`src/rtl/ahb_line_fill.sv`:
```
// ahb_line_fill: AHB-Lite read master that fetches one 16-byte I-cache line
// as a 4-beat burst and returns it as a single 128-bit word.
//
// Parameters:
//   WRAP_BURST  0 = INCR4 from the line-aligned address,
//               1 = WRAP4, critical word first.
// Optional feature (macro AHB_FILL_ERR_EN):
//   defined   -> an AHB ERROR response cancels the fill and reports mem_err.
//   undefined -> HRESP is ignored, no mem_err port, all 4 beats complete.
//
// Ports:
//   clk, rst          clock, synchronous active-high reset
//   mem_req/mem_addr  line-fill request and miss address from the I-cache
//   mem_data          assembled line, word k at [32k+31:32k]
//   mem_ready         one-cycle pulse, mem_data valid in the same cycle
//   mem_err           fill ended in a bus error (AHB_FILL_ERR_EN only)
//   HADDR..HWRITE     AHB address/control phase outputs
//   HRDATA/HREADY/HRESP  AHB slave response inputs
module ahb_line_fill #(
  parameter int unsigned WRAP_BURST = 0
) (
  input  logic         clk,
  input  logic         rst,
  input  logic         mem_req,
  input  logic [31:0]  mem_addr,
  output logic [127:0] mem_data,
  output logic         mem_ready,
`ifdef AHB_FILL_ERR_EN
  output logic         mem_err,
`endif
  output logic [31:0]  HADDR,
  output logic [1:0]   HTRANS,
  output logic [2:0]   HBURST,
  output logic [2:0]   HSIZE,
  output logic         HWRITE,
  input  logic [31:0]  HRDATA,
  input  logic         HREADY,
  input  logic         HRESP
);

  typedef enum logic [1:0] {IDLE, BUS, RESP} state_t;

  localparam logic [1:0] HTRANS_IDLE   = 2'b00;
  localparam logic [1:0] HTRANS_NONSEQ = 2'b10;
  localparam logic [1:0] HTRANS_SEQ    = 2'b11;
  localparam logic [2:0] BURST_TYPE    = (WRAP_BURST != 0) ? 3'b010 : 3'b011;

  state_t         state_q, state_d;
  logic [27:0]    base_q,  base_d;
  logic [1:0]     start_q, start_d;
  logic [2:0]     acnt_q,  acnt_d;   // address phases accepted (0..4)
  logic [2:0]     dcnt_q,  dcnt_d;   // data beats captured (0..4)
  logic [127:0]   data_q,  data_d;
  logic           err_q,   err_d;

  logic [1:0]     a_word;
  logic [1:0]     d_word;
  logic           addr_active;

  logic [1:0]     unused_addr_lsb;
  assign unused_addr_lsb = mem_addr[1:0];

`ifndef AHB_FILL_ERR_EN
  logic unused_hresp;
  assign unused_hresp = HRESP;
`endif

  // 2-bit sums wrap modulo 4, keeping every beat inside the 16-byte line.
  assign a_word      = start_q + acnt_q[1:0];
  assign d_word      = start_q + dcnt_q[1:0];
  assign addr_active = (state_q == BUS) && (acnt_q < 3'd4);

  always_comb begin
    state_d = state_q;
    base_d  = base_q;
    start_d = start_q;
    acnt_d  = acnt_q;
    dcnt_d  = dcnt_q;
    data_d  = data_q;
    err_d   = err_q;
    unique case (state_q)
      IDLE: begin
        if (mem_req) begin
          state_d = BUS;
          base_d  = mem_addr[31:4];
          start_d = (WRAP_BURST != 0) ? mem_addr[3:2] : 2'b00;
          acnt_d  = '0;
          dcnt_d  = '0;
          err_d   = 1'b0;
        end
      end
      BUS: begin
        if (HREADY) begin
          if (addr_active) acnt_d = acnt_q + 3'd1;
          // A data phase is pending whenever more addresses were accepted
          // than beats captured; address and data phases overlap.
          if (dcnt_q < acnt_q) begin
            data_d[{d_word, 5'd0} +: 32] = HRDATA;
            dcnt_d = dcnt_q + 3'd1;
            if (dcnt_q == 3'd3) state_d = RESP;
          end
        end
`ifdef AHB_FILL_ERR_EN
        else if (HRESP) begin
          // First ERROR cycle: leave BUS so HTRANS goes IDLE next cycle.
          state_d = RESP;
          err_d   = 1'b1;
        end
`endif
      end
      RESP: state_d = IDLE;
      default: state_d = IDLE;
    endcase
  end

  always_ff @(posedge clk) begin
    if (rst) begin
      state_q <= IDLE;
      base_q  <= '0;
      start_q <= '0;
      acnt_q  <= '0;
      dcnt_q  <= '0;
      data_q  <= '0;
      err_q   <= 1'b0;
    end else begin
      state_q <= state_d;
      base_q  <= base_d;
      start_q <= start_d;
      acnt_q  <= acnt_d;
      dcnt_q  <= dcnt_d;
      data_q  <= data_d;
      err_q   <= err_d;
    end
  end

  assign HADDR     = {base_q, a_word, 2'b00};
  assign HTRANS    = !addr_active ? HTRANS_IDLE :
                     (acnt_q == 3'd0) ? HTRANS_NONSEQ : HTRANS_SEQ;
  assign HBURST    = addr_active ? BURST_TYPE : 3'b000;
  assign HSIZE     = 3'b010;
  assign HWRITE    = 1'b0;
  assign mem_ready = (state_q == RESP);
  assign mem_data  = data_q;
`ifdef AHB_FILL_ERR_EN
  assign mem_err   = (state_q == RESP) && err_q;
`endif

endmodule

```
`config.mk`:
```
export PLATFORM = sky130hd
export DESIGN_NAME = ahb_line_fill
export DESIGN_NICKNAME = d
export VERILOG_FILES = /design/src/rtl/ahb_line_fill.sv
export SDC_FILE = /design/constraint.sdc
export NUM_CORES = 1
export LEC_CHECK = 0
export ABC_AREA = 1
export CAP_MARGIN = 25
export CORE_MARGIN = 2
export CORE_UTILIZATION = 47
export CTS_CLUSTER_DIAMETER = 40
export CTS_CLUSTER_SIZE = 16
export DETAILED_ROUTE_END_ITERATION = 10
export PLACE_DENSITY = 0.79
export SYNTH_ARGS = -nofsm -noshare
export SYNTH_HDL_FRONTEND = slang
export SYNTH_SLANG_ARGS = --single-unit
export TNS_END_PERCENT = 1
```
`constraint.sdc`:
```
create_clock -name clk -period 2.21 [get_ports clk]
set_input_delay 0.442 -clock clk [delete_from_list [all_inputs] [get_ports clk]]
set_output_delay 0.442 -clock clk [all_outputs]
set_load 0.02 [all_outputs]
```
==> flow_summary_export.csv, run 1 <==
group,metric,value,unit
run_status,status,"finished, final reports clean",
floorplanning,io_pins,239,
setup_path,cp.arrival,1.60,ns
sta,finalHoldViolations,0,
sta,timing.max_slew.rel_slack,0.636,
yosys,syn_area_per_cell,6.68,um^2
setup_path,r2r-end,"mem_data[118]",
global_routing,grt_usage,0.277,
finish,num_antenna_cells,0,
yosys,synth_top_family_by_area,"simple AND/OR/NAND/NOR gates",
pwr,power_per_cell_area,811,nW/um^2
yosys,synth_area_leaders,"dfxtp_1, nor2_1, nand2_1",
floorplanning,die_area,17300,um^2
setup_path,r2r_slack,0.24,ns
yosys,yosysTopAreaCell,"dfxtp_1",
clock_network,cts.sink_count,164,
clock_network,cts_buffer_depth,2,
clock_network,clk_pin_slew,0.06,ns
global_routing,grt_use_met3,0.0706,
place,place_ws,0.144,ns
clock_network,ctsResizeCount,4,
finish,nets,1417,
route,drc,0,
sta,fmax,0.490,GHz
yosys,synth_seq_cells,164,
sta,rsz0062_at_grt,"no",
worst_hold_path,holdPathStages,2,
setup_path,rr_worst_depth,8,
yosys,yosysUniqueCellTypes,33,
setup_path,endpoint_kind,"output pin",
global_routing,antenna_found_initial,0,
floorplanning,die_y,132,um
global_routing,met2_usage,0.443,
run,maxCapViolCount,0,
pwr,power,8.66,mW
floorplanning,die_w,132,um
global_routing,grt_most_used_layer,"met2",
route,ant_nets,0,
pwr,p_int,5.87,mW
yosys,yosys_warnings,0,
setup_path,cp_data_required_time,1.77,ns
yosys,synth-seq-area-share,0.429,
clock_network,htree_levels,4,
sta,tns,0,ns
sta,max_slew.worst_pin.slew,0.546,ns
finish,area_growth,39.6,%
worst_hold_path,worstHoldStart,"base_q[12]",
finish,fill_cells,1441,
route,vias,7912,
clock_network,cts-root-buf,"clkbuf_16",
sta,post-route-period-util,0.923,
global_routing,met1_usage,0.351,
yosys,synth-compound-area-share,0.0244,
worst_hold_path,hold_end,"base_q[12]",
setup_path,cp_max_fo,3,
floorplanning,initial_core_util,0.482,
setup_path,start_kind,"register",
pwr,power_leakage,4.46,nW
clock_network,postCtsSetupBuffers,0,
clock_network,cts_hold_buf,0,
yosys,synthXorXnorAreaFrac,0,
sta,setup_slack,0.169,ns
worst_hold_path,hp-class,"reg -> reg",
global_routing,grt_start_max_net_pins,63,
sta,setup_violations,0,
route,dr.pass1.iters,7,
yosys,syn_inst,1146,
pwr,combPwrFrac,0.266,
setup_path,r2r_start,"dcnt_q[1]",
floorplanning,fp.coreArea,15900,um^2
route,wl_per_cell,15.6,um
yosys,synthMuxAreaShare,0,
floorplanning,row_count,46,
place,io_buffer_count,226,
route,viasPerCell,5.05,
finish,drive_gt1_frac,0.0630,
sta,fin_crit,2.04,ns
yosys,synthAdderAreaFrac,0.0180,
clock_network,cts_tree,"yes",
place,gp_congestion,0.912,
yosys,yosys.area_share.simple,0.427,
pwr,power_frac_seq,0.371,
yosys,syn_area,7650,um^2
route,wl,24500,um
pwr,p_sw,2.79,mW
yosys,yosys.area.top_type_share,0.429,
clock_network,cts_buffers,17,
clock_network,clk_latency,0.43,ns
pwr,p_sw_frac,0.322,
sta,worst_clock_skew,0.00674,ns
pwr,vdd_drop_max,0.550,mV
setup_path,worstSetupPathType,"reg -> out",
place,dp_hpwl,17100,um
global_routing,grt_pass1_wl,38100,um
sta,drv_slew,0,
route,drt_iter0_drc,826,
global_routing,grt_pass1_vias,7193,
pwr,pwr-share-clk,0.363,
global_routing,globalRoute.totalOverflow,0,
[worst max path at each step]
| stage | startpoint | to | slack [ns] | depth (start not counted) |
|---|---|---|---|---|
| 6_report | acnt_q[1] | HTRANS[0] | 0.17 | 4 |
| 5_1_grt | dcnt_q[1] | mem_data[125] | 0.04 | 8 |
| 4_1_cts | acnt_q[1] | HTRANS[0] | 0.15 | 4 |
| 3_5_place_dp | HREADY | mem_data[6] | 0.14 | 7 |
| 3_3_place_gp | HREADY | mem_data[22] | 0.17 | 7 |
| 2_1_floorplan | dcnt_q[0] | mem_data[86] | 0.38 | 11 |
[per-layer routing]
layer,part of all wire,vias to the layer above
met5,0,-
met4,0.037,0
met3,0.085,64
met2,0.47,349
met1,0.41,3549
li1,-,3950
[power by group through the flow]
stage	registers, mW	clock network [mW]	logic [mW]
after floorplan	3.43	0	1.29
after global placement	3.27	0	2.24
after detailed placement	3.27	0	2.26
after CTS	3.21	3.18	2.27
after global routing	3.23	3.29	2.50
final	3.21	3.14	2.30
[per-stage QoR]
step                area, um^2  std cells  utilization  hold WS, ns
floorplan                 7670       1151            -        0.477
detailed placement       10000       1534        0.632        0.471
global placement         10000       1534        0.632        0.462
finish                   10700       1566        0.672        0.481
CTS                      10700       1566        0.672        0.485
global route             10700       1566        0.672        0.500
[cells in the final DEF, fill, tap and decap left out, drive strengths merged]
cell type	n
nor2	356
nand3b	1
ha	11
clkinv	3
a21oi	6
nand4	34
or2	1
nand3	138
nor4	2
o21ai	29
clkinvlp	1
buf	32
clkbuf	25
inv	71
a21boi	1
nor3	10
bufinv	3
clkdlybuf4s50	222
dfxtp	164
dlygate4sd2	4
nand2	229
conb	7
[critical path, cell delays in order (launching register included)]
cell	delay, ns
dfxtp_1	0.36
inv_1	0.09
ha_1	0.19
nor3_1	0.17
dlygate4sd2_1	0.36
[cells by family after synthesis]
family,after synthesis
adder cells (fa/ha/maj),11
flip-flops,164
AO/OA/AOI/OAI,36
buffers and inverters,162
AND/OR/NAND/NOR,771
other,2
[area by class of cell]
type                    instances  area, um^2  share of cell area
repair buffers                258        2600               0.243
inverters                      71         272              0.0254
clock inverters                 7         116              0.0109
clock buffers                  25         515              0.0483
multi-input cells             825        3620               0.339
well taps                     216         270              0.0253
flip-flops and latches        164        3280               0.308
[synth_stat cells]
| cell | n |
|---|---|
| a21boi_0 | 1 |
| a21oi_1 | 5 |
| a21oi_2 | 1 |
| buf_1 | 7 |
| buf_2 | 20 |
| buf_4 | 17 |
| buf_6 | 9 |
| clkbuf_1 | 38 |
| clkinv_1 | 1 |
| conb_1 | 2 |
| dfxtp_1 | 164 |
| ha_1 | 11 |
| inv_1 | 66 |
| inv_2 | 3 |
| inv_4 | 1 |
| nand2_1 | 225 |
| nand2_2 | 3 |
| nand2_4 | 1 |
| nand3_1 | 137 |
| nand3_4 | 1 |
| nand3b_1 | 1 |
| nand4_1 | 33 |
| nand4_2 | 1 |
| nor2_1 | 349 |
| nor2_2 | 2 |
| nor2_4 | 5 |
| nor3_1 | 8 |
| nor3_2 | 1 |
| nor3_4 | 1 |
| nor4_1 | 2 |
| o21ai_0 | 19 |
| o21ai_1 | 10 |
| or2_2 | 1 |
[registers in the layout, summed over array words and instances, names as in the netlist]
name      flops
acnt_q        3
base_q       28
dcnt_q        3
mem_data    128
state_q       2
(Power assumes the default switching activity.)
==> inputs of run 2 (changes only) <==
- CORE_ASPECT_RATIO: unset -> 0.8
==> run 2 against run 1 <==
Clock power rose by 2%. Clock skew rose by 0.00050 ns. Clock-buffer cell count fell by 5. Worst setup slack improved by 0.0090 ns. Combinational power barely moved. Flip-flop and latch count did not move. Sequential power barely moved. Critical endpoint unchanged. Largest cell class unchanged.
==> flow_summary_export.csv, run 2 (synthesized netlist as in run 1, its figures left out) <==
group,metric,value,unit
route,ant_nets,0,
finish,area_growth,40.2,%
sta,fin_crit,2.03,ns
floorplanning,die_w,147,um
route,viasPerCell,5.06,
pwr,power,8.73,mW
route,wl,23900,um
route,wl_met2,10800,um
global_routing,grt_usage,0.274,
sta,tns,0,ns
global_routing,antenna_found_initial,0,
clock_network,cts-root-buf,"clkbuf_16",
finish,multi_input_area,3620,um^2
finish,utilization,0.676,
clock_network,cts.sink_count,164,
sta,timing.max_slew.rel_slack,0.652,
route,drc,0,
sta,drv_slew,0,
finish,seq_area,3290,um^2
route,top_layer,"met4",
global_routing,grt_pass1_vias,7032,
route,drt-met1-wl,9870,um
pwr,power_leakage,4.48,nW
sta,fmax,0.492,GHz
floorplanning,die_y,118,um
setup_path,start_kind,"register",
clock_network,clk_pin_slew,0.06,ns
sta,finalHoldViolations,0,
worst_hold_path,hp-class,"reg -> reg",
route,vias,7937,
setup_path,slowest_stage,"dfxtp_1",
sta,max_slew.worst_pin.slew,0.522,ns
run_status,status,"finished, final reports clean",
finish,drive_gt1_frac,0.0673,
route,wl_per_cell,15.2,um
clock_network,clk_latency,0.42,ns
sta,worst_clock_skew,0.00724,ns
route,routed-wl-met3,2590,um
clock_network,cts_hold_buf,0,
finish,final_common_cell,"nor2_1",
pwr,power_per_cell_area,814,nW/um^2
setup_path,endpoint_kind,"output pin",
floorplanning,die_area,17300,um^2
place,dp_hpwl,16800,um
global_routing,globalRoute.totalOverflow,0,
finish,largest_reg_flops,128,
floorplanning,fp.coreArea,15900,um^2
global_routing,grt_pass1_wl,37300,um
floorplanning,row_count,41,
finish,fill_cells,1349,
finish,nets,1420,
place,gp_congestion,0.962,
clock_network,cts_buffer_depth,2,
global_routing,grt_start_max_net_pins,76,
setup_path,cpPeakStageDelay,0.37,ns
clock_network,cts_tree,"yes",
floorplanning,io_pins,239,
route,drt_iter0_drc,680,
route,dr.pass1.iters,5,
sta,setup_violations,0,
setup_path,crit_chain,"inv_1 > ha_1 > nor3_1 > dlygate4sd2_1",
pwr,vdd_drop_max,0.535,mV
setup_path,cp.arrival,1.59,ns
finish,final_cell_mix,"nor2_1, nand2_1, clkdlybuf4s50_1",
sta,rsz0062_at_grt,"no",
setup_path,cp_max_fo,3,
run,maxCapViolCount,0,
place,io_buffer_count,226,
sta,post-route-period-util,0.919,
setup_path,cp_data_required_time,1.77,ns
setup_path,worstSetupPathType,"reg -> out",
clock_network,htree_levels,4,
floorplanning,initial_core_util,0.483,
clock_network,cts_buffers,17,
==> run 2: path summary, 6_finish.rpt <==
path | startpoint | end | slack (ns) | cells past startpoint
setup / recovery | acnt_q[1] | HTRANS[0] | 0.18 | 4
hold / removal | base_q[26] | base_q[26] | 0.48 | 2
setup reg to reg | dcnt_q[1] | mem_data[22] | 0.21 | 8
hold reg to reg | base_q[26] | base_q[26] | 0.48 | 2
==> run 2: critical path: cells and delay by family, from the launching register on <==
family	cells	cell delay, ns
adder cells (fa/ha/maj)	1	0.18
buffers and inverters	2	0.45
flip-flops	1	0.37
AND/OR/NAND/NOR	1	0.16
==> run 2: timing repair <==
| action | CTS | global route |
|---|---|---|
| setup endpoints to repair | 4 | 14 |
| gates resized for setup | 4 | 1 |
| buffers inserted | 0 | 0 |
==> run 2: per-stage QoR <==
step / hold slack, ns / instances / area, um^2 / worst slack, ns
final: 0.479 / 1569 / 10700 / 0.178
after CTS: 0.485 / 1568 / 10700 / 0.149
after detailed placement: 0.471 / 1536 / 10100 / 0.200
after global routing: 0.502 / 1568 / 10700 / 0.0199
after global placement: 0.462 / 1536 / 10100 / 0.218
after floorplan: 0.477 / 1151 / 7670 / 0.377
==> run 2: area by class of cell <==
class	count	area share
clock inverter	12	0.0165
antenna	1	0.000233
inverter	71	0.0253
multi-input combinational	825	0.337
timing repair buffer	261	0.246
clock buffer	20	0.0435
tap	215	0.0251
sequential	164	0.306
==> run 2: power breakdown <==
part	leakage, nW	total [mW]	internal (mW)	switching [mW]
sequential	1.33	3.21	3.12	0.0952
combinational	2.84	2.31	0.816	1.49
clock	0.312	3.21	1.98	1.22
==> run 2: layer usage <==
layer	up-vias	GRT usage
met5	-	0
met4	0	0.0922
met3	51	0.0915
met2	341	0.425
met1	3593	0.358
li1	3952	-
==> inputs of run 3 (changes only) <==
- CORE_MARGIN: 2 -> 4
- CORE_UTILIZATION: 47 -> 63
- DONT_BUFFER_PORTS: unset -> 1
- PLACE_DENSITY: 0.79 -> 0.77
==> run 3 against run 2 <==
Non-clock buffer count shrank 226. Highest routed layer unchanged. Clock-buffer cell count unchanged. Largest power group unchanged. Combinational power fell by 26%.
==> flow_summary_export.csv, run 3 (synthesized netlist as in run 1, its figures left out) <==
group,metric,value,unit
sta,rsz0062_at_grt,"yes",
global_routing,grt_pass1_vias,6163,
sta,setup_violations,0,
clock_network,ctsResizeCount,0,
finish,seq_area,3280,um^2
route,wl,21800,um
global_routing,antenna_found_initial,0,
setup_path,cp_data_required_time,2.52,ns
run_status,status,"finished, final reports clean",
pwr,power_leakage,3.62,nW
sta,drv_slew,0,
finish,largest_reg_flops,128,
clock_network,cts_hold_buf,0,
clock_network,postCtsSetupBuffers,0,
global_routing,globalRoute.totalOverflow,0,
clock_network,cts_buffers,17,
clock_network,cts_buffer_depth,2,
sta,fin_crit,2.04,ns
clock_network,htree_levels,4,
setup_path,cp.arrival,2.35,ns
setup_path,start_kind,"register",
route,dr.pass1.iters,6,
sta,max_slew.worst_pin.slew,0.548,ns
finish,drive_gt1_frac,0.0773,
clock_network,cts_tree,"yes",
floorplanning,fp.coreArea,11700,um^2
pwr,vdd_drop_max,0.843,mV
floorplanning,die_w,131,um
sta,post-route-period-util,0.923,
finish,final_cell_mix,"nor2_1, nand2_1, dfxtp_1",
place,gp_congestion,0.942,
finish,num_antenna_cells,0,
setup_path,worstSetupPathType,"reg -> reg",
sta,timing.max_slew.rel_slack,0.634,
sta,finalHoldViolations,0,
finish,nets,1194,
route,ant_nets,0,
global_routing,grt_pass1_wl,33800,um
setup_path,endpoint_kind,"register",
floorplanning,initial_core_util,0.654,
sta,worst_clock_skew,0.00643,ns
route,drt_iter0_drc,1009,
place,dp_hpwl,15300,um
floorplanning,io_pins,239,
route,drc,0,
floorplanning,die_y,107,um
finish,utilization,0.711,
finish,final_common_cell,"nor2_1",
pwr,power_per_cell_area,972,nW/um^2
route,viasPerCell,5.64,
finish,area_growth,8.68,%
run,maxCapViolCount,0,
sta,setup_slack,0.171,ns
place,place_ws,0.138,ns
clock_network,clk_latency,0.43,ns
route,vias,7187,
worst_hold_path,hp-class,"in -> reg",
finish,multi_input_area,3630,um^2
global_routing,grt_usage,0.304,
place,io_buffer_count,0,
floorplanning,row_count,35,
route,wl_per_cell,17.1,um
clock_network,clk_pin_slew,0.06,ns
setup_path,cp_max_fo,12,
finish,fill_cells,1031,
sta,tns,0,ns
clock_network,cts-root-buf,"clkbuf_16",
clock_network,cts.sink_count,164,
floorplanning,die_area,14000,um^2
sta,fmax,0.490,GHz
global_routing,grt_start_max_net_pins,71,
-- run 3: changes by cell type in the layout (fill, tap and decap cells not counted), sizes merged --
cell           delta
bufinv            -1
clkdlybuf4s50   -222
clkinvlp          +1
diode             -1
dlygate4sd2       -4
inv               -1
-- run 3: final timing paths --
kind | slack, ns | endpoint | from | cells after the start
max | 0.17 | mem_data[111] | acnt_q[2] | 7
min | 0.08 | state_q[1] | rst | 1
max reg2reg | 0.17 | mem_data[111] | acnt_q[2] | 7
min reg2reg | 0.52 | dcnt_q[2] | dcnt_q[2] | 2
-- run 3: critical path, stage by stage (launching register included) --
cell,delay [ns]
dfxtp_1,0.37
inv_1,0.08
ha_1,0.32
a21oi_2,0.19
buf_4,0.18
nand4_1,0.46
nor2_1,0.25
nor2_1,0.08
-- run 3: through the flow --
stage               hold WS (ns)  total power, mW  instances  instance area (um^2)
finish                    0.0799             8.08       1274                  8310
global route              0.0748             8.46       1274                  8310
CTS                       0.0739             8.07       1274                  8300
detailed placement         0.509             5.12       1243                  7710
global placement           0.508             5.08       1243                  7710
floorplan                  0.477             4.73       1151                  7670
-- run 3: where the power goes --
group	internal (mW)	switching, mW
combinational	0.523	1.18
clock	1.78	1.19
sequential	3.12	0.287
total	5.42	2.66
-- run 3: final cells by class --
cell class	count	area share
multi-input cells	825	0.436
well taps	148	0.0223
inverters	71	0.0327
clock inverters	11	0.0187
flip-flops and latches	164	0.395
repair buffers	35	0.0426
clock buffers	20	0.0525
-- run 3: per-layer routing --
layer | part of all wire | vias to the layer above | global-route usage
met2 | 0.45 | 440 | 0.468
met5 | 0 | - | 0
met4 | 0.020 | 0 | 0.0960
met1 | 0.39 | 3202 | 0.397
li1 | - | 3506 | -
met3 | 0.14 | 39 | 0.114
